### src/rtl/dma_sched_pkg.sv
// Shared types and helpers for the multi-requester DMA read scheduler.
package dma_sched_pkg;

    // Scheduler states: pick a requester, offer a chunk, wait for its last beat, report completion
    typedef enum logic [1:0] {
        ST_IDLE  = 2'd0,
        ST_ISSUE = 2'd1,
        ST_WAIT  = 2'd2,
        ST_DONE  = 2'd3
    } state_t;

    // One read descriptor as seen by the scheduler
    typedef struct packed {
        logic [31:0] src;
        logic [31:0] dst;
        logic [31:0] len;
    } desc_t;

    // Bytes to issue next: the remainder, capped at the chunk limit
    function automatic logic [31:0] chunk_len(input logic [31:0] rem,
                                              input logic [31:0] max_chunk);
        return (rem > max_chunk) ? max_chunk : rem;
    endfunction

endpackage

### src/rtl/dma_rr_arb.sv
// Round-robin arbiter: searches upward from pointer+1 (wrapping) for the
// first active request and returns it both one-hot and as an index.
module dma_rr_arb #(
    parameter int NREQ = 4,
    parameter int IW   = $clog2(NREQ)
) (
    input  logic [NREQ-1:0] req,
    input  logic [IW-1:0]   pointer,
    input  logic            enable,
    output logic [NREQ-1:0] grant,
    output logic [IW-1:0]   index
);

    logic          found;
    logic [IW-1:0] cand;

    // Walk the requesters starting just past the last grant; the first hit wins
    always_comb begin
        grant = '0;
        index = '0;
        found = 1'b0;
        cand  = '0;
        for (int i = 1; i <= NREQ; i++) begin
            cand = IW'((int'(pointer) + i) % NREQ);
            if (enable && !found && req[cand]) begin
                found       = 1'b1;
                grant[cand] = 1'b1;
                index       = cand;
            end
        end
    end

endmodule

### src/rtl/dma_r_sched.sv
// Scheduler in front of the single-channel DMA read engine: accepts
// descriptors from several requesters round-robin, slices each into chunks
// of at most MAX_CHUNK bytes and issues them to the engine one at a time.
module dma_r_sched
    import dma_sched_pkg::*;
#(
    parameter int NREQ      = 4,
    parameter int AXI_DW    = 128,
    parameter int MAX_CHUNK = 4096
) (
    input  logic                        usr_clk,
    input  logic                        usr_reset_n,
    input  logic [NREQ-1:0]             req_valid,
    output logic [NREQ-1:0]             req_ready,
    input  logic [NREQ-1:0][31:0]       req_src_sa,
    input  logic [NREQ-1:0][31:0]       req_dst_sa,
    input  logic [NREQ-1:0][31:0]       req_len,
    output logic [NREQ-1:0]             req_done,
    output logic                        cfg_valid,
    input  logic                        cfg_ready,
    output logic [31:0]                 cfg_src_sa,
    output logic [31:0]                 cfg_dst_sa,
    output logic [31:0]                 cfg_len,
    input  logic                        xfer_done,
    output logic                        busy,
    output logic [$clog2(NREQ)-1:0]     cur_id
);

    localparam int          IW          = $clog2(NREQ);
    localparam logic [31:0] MAX_CHUNK_W = 32'(MAX_CHUNK);

    // A chunk limit below one beat or not a power of two would break the engine's burst math
    if (MAX_CHUNK < AXI_DW / 8 || (MAX_CHUNK & (MAX_CHUNK - 1)) != 0) begin : g_bad_max_chunk
        $error("dma_r_sched: MAX_CHUNK must be a power of two and at least one beat");
    end

    state_t          state;
    desc_t           rem;
    desc_t           req_desc;
    logic [IW-1:0]   pointer;
    logic [NREQ-1:0] grant;
    logic [IW-1:0]   grant_idx;
    logic            arb_en;
    logic [31:0]     chunk;
    logic [31:0]     next_len;

    // Grants are only offered while idle and never while reset holds the block down
    assign arb_en    = (state == ST_IDLE) && usr_reset_n;
    assign req_ready = grant;

    dma_rr_arb #(
        .NREQ (NREQ),
        .IW   (IW)
    ) u_arb (
        .req     (req_valid),
        .pointer (pointer),
        .enable  (arb_en),
        .grant   (grant),
        .index   (grant_idx)
    );

    // Select the granted descriptor and work out the size of the chunk in flight
    always_comb begin
        req_desc.src = req_src_sa[grant_idx];
        req_desc.dst = req_dst_sa[grant_idx];
        req_desc.len = req_len[grant_idx];
        chunk        = chunk_len(rem.len, MAX_CHUNK_W);
        next_len     = rem.len - chunk;
    end

    // Main scheduler FSM with all engine-facing and status outputs registered
    always_ff @(posedge usr_clk or negedge usr_reset_n) begin
        if (!usr_reset_n) begin
            state      <= ST_IDLE;
            rem        <= '0;
            pointer    <= '0;
            cur_id     <= '0;
            busy       <= 1'b0;
            req_done   <= '0;
            cfg_valid  <= 1'b0;
            cfg_src_sa <= '0;
            cfg_dst_sa <= '0;
            cfg_len    <= '0;
        end else begin
            case (state)
                ST_IDLE: begin
                    if (|grant) begin
                        rem     <= req_desc;
                        cur_id  <= grant_idx;
                        pointer <= grant_idx;
                        busy    <= 1'b1;
                        if (req_desc.len == 32'd0) begin
                            state    <= ST_DONE;
                            req_done <= grant;
                        end else begin
                            state      <= ST_ISSUE;
                            cfg_valid  <= 1'b1;
                            cfg_src_sa <= req_desc.src;
                            cfg_dst_sa <= req_desc.dst;
                            cfg_len    <= chunk_len(req_desc.len, MAX_CHUNK_W);
                        end
                    end
                end
                ST_ISSUE: begin
                    if (cfg_ready) begin
                        cfg_valid <= 1'b0;
                        state     <= ST_WAIT;
                    end
                end
                ST_WAIT: begin
                    if (xfer_done) begin
                        rem.src <= rem.src + chunk;
                        rem.dst <= rem.dst + chunk;
                        rem.len <= next_len;
                        if (next_len == 32'd0) begin
                            state    <= ST_DONE;
                            req_done <= {{(NREQ-1){1'b0}}, 1'b1} << cur_id;
                        end else begin
                            state      <= ST_ISSUE;
                            cfg_valid  <= 1'b1;
                            cfg_src_sa <= rem.src + chunk;
                            cfg_dst_sa <= rem.dst + chunk;
                            cfg_len    <= chunk_len(next_len, MAX_CHUNK_W);
                        end
                    end
                end
                ST_DONE: begin
                    req_done <= '0;
                    busy     <= 1'b0;
                    state    <= ST_IDLE;
                end
                default: begin
                    state <= ST_IDLE;
                end
            endcase
        end
    end

endmodule

### config.mk
export PLATFORM = sky130hd
export DESIGN_NAME = dma_r_sched
export DESIGN_NICKNAME = d
export VERILOG_FILES = /design/src/rtl/dma_sched_pkg.sv /design/src/rtl/dma_rr_arb.sv /design/src/rtl/dma_r_sched.sv
export SDC_FILE = /design/constraint.sdc
export NUM_CORES = 1
export LEC_CHECK = 0
export ABC_CLOCK_PERIOD_IN_PS = 13300
export CAP_MARGIN = 20
export CORE_MARGIN = 5
export CORE_UTILIZATION = 32
export CTS_CLUSTER_DIAMETER = 40
export CTS_CLUSTER_SIZE = 8
export DETAILED_ROUTE_END_ITERATION = 10
export SLEW_MARGIN = 20
export SYNTH_ARGS = -nofsm -noshare
export SYNTH_HDL_FRONTEND = slang
export SYNTH_HIERARCHICAL = 1
export SYNTH_SLANG_ARGS = --single-unit
### constraint.sdc
create_clock -name usr_clk -period 13.3 [get_ports usr_clk]
set_input_delay 2.66 -clock usr_clk [delete_from_list [all_inputs] [get_ports usr_clk]]
set_output_delay 2.66 -clock usr_clk [all_outputs]
set_load 0.02 [all_outputs]
==> results of run 1 <==
[per-layer routing]
metal / wire [um] / part of all wire (%) / vias to the layer above
met5: 7 / 0.013 / -
met4: 1420 / 2.6 / 2
met3: 4270 / 7.7 / 83
met2: 26600 / 48 / 536
met1: 23200 / 42 / 7041
li1: - / - / 6891
[state kept, by name, summed over array words and instances, names as in the netlist]
| signal | count |
|---|---|
| req_done | 4 |
| rem | 96 |
| cfg_len | 32 |
| state | 2 |
| cfg_dst_sa | 32 |
| busy | 1 |
| cfg_valid | 1 |
| cfg_src_sa | 32 |
| pointer | 2 |
[worst max-delay path, cell delays in order]
cell and delay, ns:
sky130_fd_sc_hd__clkdlybuf4s50_1 0.50, sky130_fd_sc_hd__mux4_1 0.66, sky130_fd_sc_hd__nor2b_4 0.17, sky130_fd_sc_hd__nor2_1 0.05, sky130_fd_sc_hd__o21ai_0 0.18, sky130_fd_sc_hd__o311a_4 0.27, sky130_fd_sc_hd__buf_4 0.68, sky130_fd_sc_hd__mux4_2 0.63
sky130_fd_sc_hd__nor4_1 0.45, sky130_fd_sc_hd__nand4_1 0.15, sky130_fd_sc_hd__or4_1 0.53, sky130_fd_sc_hd__or3_1 0.47, sky130_fd_sc_hd__nor2_1 0.15, sky130_fd_sc_hd__a211o_4 0.46, sky130_fd_sc_hd__buf_4 0.54, sky130_fd_sc_hd__buf_12 0.31
sky130_fd_sc_hd__o21ai_0 0.14
[final timing paths]
check	slack (ns)	cells after the start	start	endpoint
max in group asynchronous	9.74	2	usr_reset_n	cfg_dst_sa[24]
setup / recovery	4.58	17	req_valid[2]	cfg_dst_sa[2]
min in group asynchronous	2.15	1	usr_reset_n	rem[27]
hold / removal	0.48	2	cfg_dst_sa[15]	cfg_dst_sa[15]
hold reg to reg	0.48	2	cfg_dst_sa[15]	cfg_dst_sa[15]
setup reg to reg	5.89	18	pointer[0]	cfg_dst_sa[2]
[power by group]
group / leakage [nW] / switching [mW] / total (mW) / internal, mW
Sequential: 2.55 / 0.212 / 1.09 / 0.878
Combinational: 5.86 / 1.49 / 2.63 / 1.14
Clock: 0.641 / 0.336 / 0.992 / 0.656
[cells in the mapped netlist, types with 20 or more instances]
master	instances
sky130_fd_sc_hd__dfrtp_1	202
sky130_fd_sc_hd__xnor2_1	27
sky130_fd_sc_hd__mux4_2	99
sky130_fd_sc_hd__inv_1	31
sky130_fd_sc_hd__ha_1	71
sky130_fd_sc_hd__nand2_1	225
sky130_fd_sc_hd__nand3_1	26
sky130_fd_sc_hd__mux2i_1	25
sky130_fd_sc_hd__nor4_1	20
sky130_fd_sc_hd__o21ai_0	214
sky130_fd_sc_hd__a21o_1	35
sky130_fd_sc_hd__clkbuf_1	65
sky130_fd_sc_hd__nor3_1	32
sky130_fd_sc_hd__and2_1	41
sky130_fd_sc_hd__nor2_1	81
sky130_fd_sc_hd__a21oi_1	104
[final cells by class]
class	count	share of cell area, %
inverters	31	0.530
clock buffers	48	5.13
clock inverters	20	0.918
multi-input cells	1291	43.5
diodes	3	0.0342
repair buffers	514	23.4
well taps	607	3.46
flip-flops and latches	202	23.0
[layout by cell type, fill, tap and decap left out, drive strengths merged, types with 35 or more instances in the layout]
cell and count:
nand2 225, ha 71, a21o 35, nor2 82, and2 41, o21ai 215
clkbuf 48, conb 37, dfrtp 202, mux4 100, a21oi 104, clkdlybuf4s50 498
[cell families (layout without fill, tap and decap cells)]
logic type      count (synthesis)  in the layout  synth area share, %
simple gates                  502            502                 15.8
mux                           136            136                 17.7
xor+xnor                       41             41                 2.40
flops                         202            202                 33.8
buf+inv                       127            613                 3.64
other cells                     2             40               0.0502
fa+ha+maj                      73             73                 6.20
compound gates                502            502                 20.4
==> results.txt, run 1 <==
----------------------------------------------------
[Setup path]
  CP Data Required Time ... 13.67 ns
  Arrival time of data at the critical path endpoint ... 9.09 ns
  Crit path capture type ... flip-flop
  Critical path class ... in2reg
  Largest fanout of any net on the critical path ... 69
  Critical path launch point type ... input pin

[Placement]
  Number of port buffers ... 499
  Placed wire-length estimate ... 43500 um
  Minimum setup slack after placement ... 3.82 ns
  Placed Cells ... 2644
  Dpl cell area ... 0.0206 sq mm
  Final weighted congestion in routability-driven placement ... 0.908

[Die]
  Initial core utilization ... 32.3%
  DIE HEIGHT ... 226 um
  Number of primary I/O pins ... 500
  Std cell rows ... 79
  Die area ... 0.0512 sq mm
  Core region area ... 0.0464 sq mm
  Die width ... 226 um

[Synth]
  Post-Synthesis Cells ... 1585
  Number of synthesized flops with an enable pin ... 0
  Yosys warning count ... 6
  Register area share after synthesis ... 33.8%
  Average size of a mapped cell ... 9.44 sq um
  Synth Flop Type ... sky130_fd_sc_hd__dfrtp_1
  Synth top area share ... 33.8%
  Cell accounting for the most synthesized area ... sky130_fd_sc_hd__dfrtp_1
  Distinct cell type count after synthesis ... 79
  Number of register bits inferred by synthesis ... 202
  Ranking of synthesized cells by area ... sky130_fd_sc_hd__dfrtp_1, sky130_fd_sc_hd__mux4_2, sky130_fd_sc_hd__o21ai_0
  Post-synthesis async set-or-reset flop share ... 100%
  Cell area after synthesis ... 0.0150 sq mm

[STA]
  Peak Freq ... 0.115 GHz
  Fin Setup TNS ... 0 ns
  Worst slew pin tran ... 1.05 ns
  Setup repair after global routing missed its margin ... no
  Number of max-slew violations in the final report ... 0
  Share of the clock period used by the worst path after layout ... 65.6%
  Min setup slack post-route ... 4.58 ns
  Number of hold violations in the final report ... 0
  Clock period minus worst slack ... 8.72 ns
  Relative slew margins ... 29.0%
  Final Skew ... 0.0209 ns
  Post-route worst hold slack ... 0.476 ns
  Endpoints failing setup ... 0

[Clock network]
  Maximum count of clock buffers along a single path ... 3
  Clock Root Buffer ... sky130_fd_sc_hd__clkbuf_16
  Insertion delay to the later sink of the worst-skew pair ... 0.52 ns
  Number of buffers added by the clock tree synthesis step ... 41
  Hold-fix buffers at CTS ... 0
  Quantity of gates resized following cts ... 0
  Sinks on Clock Net ... 202
  CTS tree ... done
  Clock Pin Slew Worst Setup and Hold Paths ... 0.04 ns
  Level count of the clock H-tree ... 2
  Post-CTS repair timing setup buffer count ... 0

[GRT]
  Grt met2 use ... 34.4%
  Met3 Usage GRT ... 4.84%
  Pin count of the biggest net entering global routing ... 122
  Vias in the first global route ... 14700
  Congestion Overflow GR ... 0
  Tot GR Track Use ... 20.5%
  Global-route wire length before repair ... 83600 um
  Global routing usage on met1 ... 26.5%
  GR peak layer ... met2
  Antenna violations before repair ... 5

[Drt]
  Drt total wl ... 55600 um
  Average via count per standard cell ... 5.36
  Antenna-violating nets left ... 0
  Total via count in the routed design ... 14600
  Routed len/inst ... 20.5 um
  Number of detailed-routing iterations run before antenna repair ... 8
  Post-route DRC ... 0
  Number of DRC violations after detailed-routing iteration 0 ... 772

[Run status]
  Run status ... complete, no violations

[Cells and area]
  Layout fillers ... 4356
  Area of all placed cells without fillers ... 0.0219 sq mm
  Storage cell area ... 0.00505 sq mm
  Fraction of layout cells with a size suffix above 1 ... 10.4%
  Area added between synthesis and finish ... 46.7%
  Total area of multi-input combinational cells ... 0.00956 sq mm
  Final #Nets ... 2546
  Util after Layout ... 47.3%
  Final cell count without fillers ... 2716

[Power]
  Leak ... 9.06 nW
  Post-layout total power ... 4.71 mW
  Worst VDD drop ... 0.110 mV
  Power per cell area ... 215 mW/mm^2

[Job]
  Max-cap violations ... 0

[Hold path]
  Type of the most critical hold path ... reg2reg

----------------------------------------------------
Power figures use the tool's default switching activity.
==> run 2, diff against run 1 <==
Settings changed: ABC_CLOCK_PERIOD_IN_PS 13300 to 7200.
Clock period 13.3 ns to 7.2 ns, I/O delays scaled along.
==> results.txt, run 2 (synthesis gave the netlist of run 1 again) <==
----------------------------------------------------
[Clock network]
  Number of buffers added by the clock tree synthesis step ... 44 (was 41)
  Hold-fix buffers at CTS ... 0 (unchanged)
  Post-CTS repair timing setup buffer count ... 0 (unchanged)
  Clock Root Buffer ... sky130_fd_sc_hd__clkbuf_16 (unchanged)
  Clock Pin Slew Worst Setup and Hold Paths ... 0.05 ns (was 0.04 ns)
  Maximum count of clock buffers along a single path ... 3 (unchanged)
  CTS tree ... done (unchanged)
  Quantity of gates resized following cts ... 0 (unchanged)
  Sinks on Clock Net ... 202 (unchanged)
  Insertion delay to the later sink of the worst-skew pair ... 0.54 ns (was 0.52 ns)
  Level count of the clock H-tree ... 2 (unchanged)

[STA]
  Setup repair after global routing missed its margin ... no (unchanged)
  Endpoints failing setup ... 0 (unchanged)
  Peak Freq ... 0.161 GHz
  Share of the clock period used by the worst path after layout ... 86.5%
  Final Skew ... 0.0168 ns (was 0.0209 ns)
  Number of hold violations in the final report ... 0 (unchanged)
  Fin Setup TNS ... 0 ns (unchanged)
  Relative slew margins ... 38.8% (was 29.0%)
  Number of max-slew violations in the final report ... 0 (unchanged)
  Worst slew pin tran ... 0.918 ns (was 1.05 ns)
  Clock period minus worst slack ... 6.23 ns

[Setup path]
  R2R depth ... 16 (was 18)
  CP max stage delay ... 0.65 ns (was 0.68 ns)
  Worst R2R End ... cfg_src_sa[31] (was cfg_dst_sa[2])
  Critical path launch point type ... input pin (unchanged)
  Internal reg-to-reg setup slack ... 1.48 ns (was 5.89 ns)
  CP Cell Sequence ... clkdlybuf4s50_1 -> mux4_1 -> nor2b_4 -> nor2_1 -> o21ai_0 -> o311a_4 -> buf_4 -> mux4_2 -> nor4_1 -> nand4_1 -> or4_1 -> or3_1 -> nor2_1 -> a211o_4 -> buf_12 -> o21ai_0 (was clkdlybuf4s50_1 -> mux4_1 -> nor2b_4 -> nor2_1 -> o21ai_0 -> o311a_4 -> buf_4 -> mux4_2 -> nor4_1 -> nand4_1 -> or4_1 -> or3_1 -> nor2_1 -> a211o_4 -> buf_4 -> buf_12 -> o21ai_0)
  Timing endpoint of the critical path ... cfg_src_sa[2] (was cfg_dst_sa[2])
  Arrival time of data at the critical path endpoint ... 6.62 ns (was 9.09 ns)
  Setup crit start ... req_valid[2] (unchanged)
  CP Data Required Time ... 7.59 ns (was 13.67 ns)
  Cell at the slowest stage of the critical path ... sky130_fd_sc_hd__mux4_1 (was sky130_fd_sc_hd__buf_4)
  Critical path class ... in2reg (unchanged)
  Crit path capture type ... flip-flop (unchanged)
  Largest fanout of any net on the critical path ... 79 (was 69)
  Worst r2r src ... rem[22] (was pointer[0])

[Drt]
  Number of detailed-routing iterations run before antenna repair ... 5 (was 8)
  Antenna-violating nets left ... 0 (unchanged)
  Post-route DRC ... 0 (unchanged)
  Number of DRC violations after detailed-routing iteration 0 ... 1176 (was 772)
  Average via count per standard cell ... 5.33 (was 5.36)
  Total via count in the routed design ... 14600 (about the same)
  Routed len/inst ... 20.2 um (was 20.5 um)
  Drt total wl ... 55200 um (was 55600 um)

[Hold path]
  Type of the most critical hold path ... reg2reg (unchanged)

[Cells and area]
  Layout fillers ... 4386 (was 4356)
  Final cell count without fillers ... 2737 (was 2716)
  Reg with most FFs ... rem (unchanged)
  Max FFs per register ... 96 (unchanged)
  Final #Nets ... 2560 (was 2546)
  Commonest non-fill, non-tap cell in the layout ... sky130_fd_sc_hd__clkdlybuf4s50_1 (unchanged)
  Area added between synthesis and finish ... 48.4% (was 46.7%)
  Util after Layout ... 47.9% (was 47.3%)
  Fraction of layout cells with a size suffix above 1 ... 11.2% (was 10.4%)
  Commonest non-fill, non-tap cells in the layout ... sky130_fd_sc_hd__clkdlybuf4s50_1, sky130_fd_sc_hd__nand2_1, sky130_fd_sc_hd__o21ai_0 (unchanged)
  Total area of multi-input combinational cells ... 0.00956 sq mm (about the same)
  Storage cell area ... 0.00505 sq mm (unchanged)
  Area of all placed cells without fillers ... 0.0222 sq mm (was 0.0219 sq mm)

[Power]
  Power per cell area ... 404 mW/mm^2 (was 215 mW/mm^2)
  Sw Share ... 42.8% (was 43.3%)
  Clock share of power ... 22.9% (was 21.0%)
  Leak ... 9.19 nW (was 9.06 nW)
  Reported net switching power ... 3.84 mW (was 2.04 mW)
  Proportion of power drawn by combinational gates ... 54.9% (was 55.8%)
  Worst VDD drop ... 0.196 mV (was 0.110 mV)
  Post-layout total power ... 8.98 mW (was 4.71 mW)
  Internal ... 5.14 mW (was 2.67 mW)
  Share of total power in sequential cells ... 22.2% (was 23.1%)

[GRT]
  Tot GR Track Use ... 20.7% (was 20.5%)
  Global-route wire length before repair ... 84300 um (was 83600 um)
  Antenna violations before repair ... 3 (was 5)
  Pin count of the biggest net entering global routing ... 80 (was 122)
  Vias in the first global route ... 14900 (was 14700)
  Congestion Overflow GR ... 0 (unchanged)

[Placement]
  Placed wire-length estimate ... 43600 um (was 43500 um)
  Placed Cells ... 2656 (was 2644)
  Final weighted congestion in routability-driven placement ... 0.907 (was 0.908)
  Number of port buffers ... 499 (unchanged)
  Dpl cell area ... 0.0207 sq mm (was 0.0206 sq mm)

[Die]
  DIE HEIGHT ... 226 um (unchanged)
  Std cell rows ... 79 (unchanged)
  Number of primary I/O pins ... 500 (unchanged)
  Initial core utilization ... 32.3% (unchanged)
  Core region area ... 0.0464 sq mm (unchanged)
  Die width ... 226 um (unchanged)
  Die area ... 0.0512 sq mm (unchanged)

[Run status]
  Run status ... complete, no violations (unchanged)

[Job]
  Max-cap violations ... 0 (unchanged)

----------------------------------------------------
[run 2: cell count changes in the layout (fill, tap and decap cells not counted), sizes merged]
cell and delta:
clkbuf +5, clkinv +1, buf +11, inv +1, bufinv +3
[run 2: cell type report]
cell class              count  area share [%]
diodes                      3          0.0338
clock buffers              53            5.34
clock inverters            25            1.41
inverters                  31           0.524
multi-input cells        1291            43.1
flip-flops and latches    202            22.8
well taps                 607            3.42
repair buffers            525            23.5
[run 2: through the flow]
stage	hold slack, ns	setup WS [ns]
after floorplan	0.443	1.08
after global placement	0.463	0.585
after detailed placement	0.471	0.419
after CTS	0.482	0.955
after global routing	0.496	0.684
final	0.476	0.970
[run 2: worst min-delay path by stage]
stage	start	endpoint	slack (ns)	cells after the start
after global placement	rem[30]	rem[30]	0.46	2
after detailed placement	cfg_len[19]	cfg_len[19]	0.47	1
after floorplan	rem[30]	rem[30]	0.44	2
final	cfg_len[12]	cfg_len[12]	0.48	1
after global routing	cfg_dst_sa[11]	cfg_dst_sa[11]	0.50	2
after CTS	cfg_len[12]	cfg_len[12]	0.48	1
[run 2: metal layers]
| metal | global-route usage (%) | part of all wire, % | vias to the layer above |
|---|---|---|---|
| li1 | - | - | 6929 |
| met1 | 26.7 | 41 | 7032 |
| met2 | 35.3 | 48 | 554 |
| met3 | 4.39 | 7.9 | 79 |
| met4 | 5.57 | 2.4 | 0 |
| met5 | 0 | 0 | - |
[run 2: critical path, delay by kind of cell]
| kind | cells | cell delay, ns |
|---|---|---|
| compound gates | 4 | 1.15 |
| buf+inv | 3 | 1.07 |
| mux | 2 | 1.18 |
| simple gates | 7 | 1.73 |
[run 2: power groups by stage]
stage / Clock (mW) / Sequential [mW] / Combinational, mW
global route: 2.16 / 2.05 / 5.47
detailed placement: 0 / 2.00 / 4.94
finish: 2.06 / 1.99 / 4.93
global placement: 0 / 1.99 / 4.87
CTS: 2.11 / 1.99 / 4.95
floorplan: 0 / 2.12 / 3.16
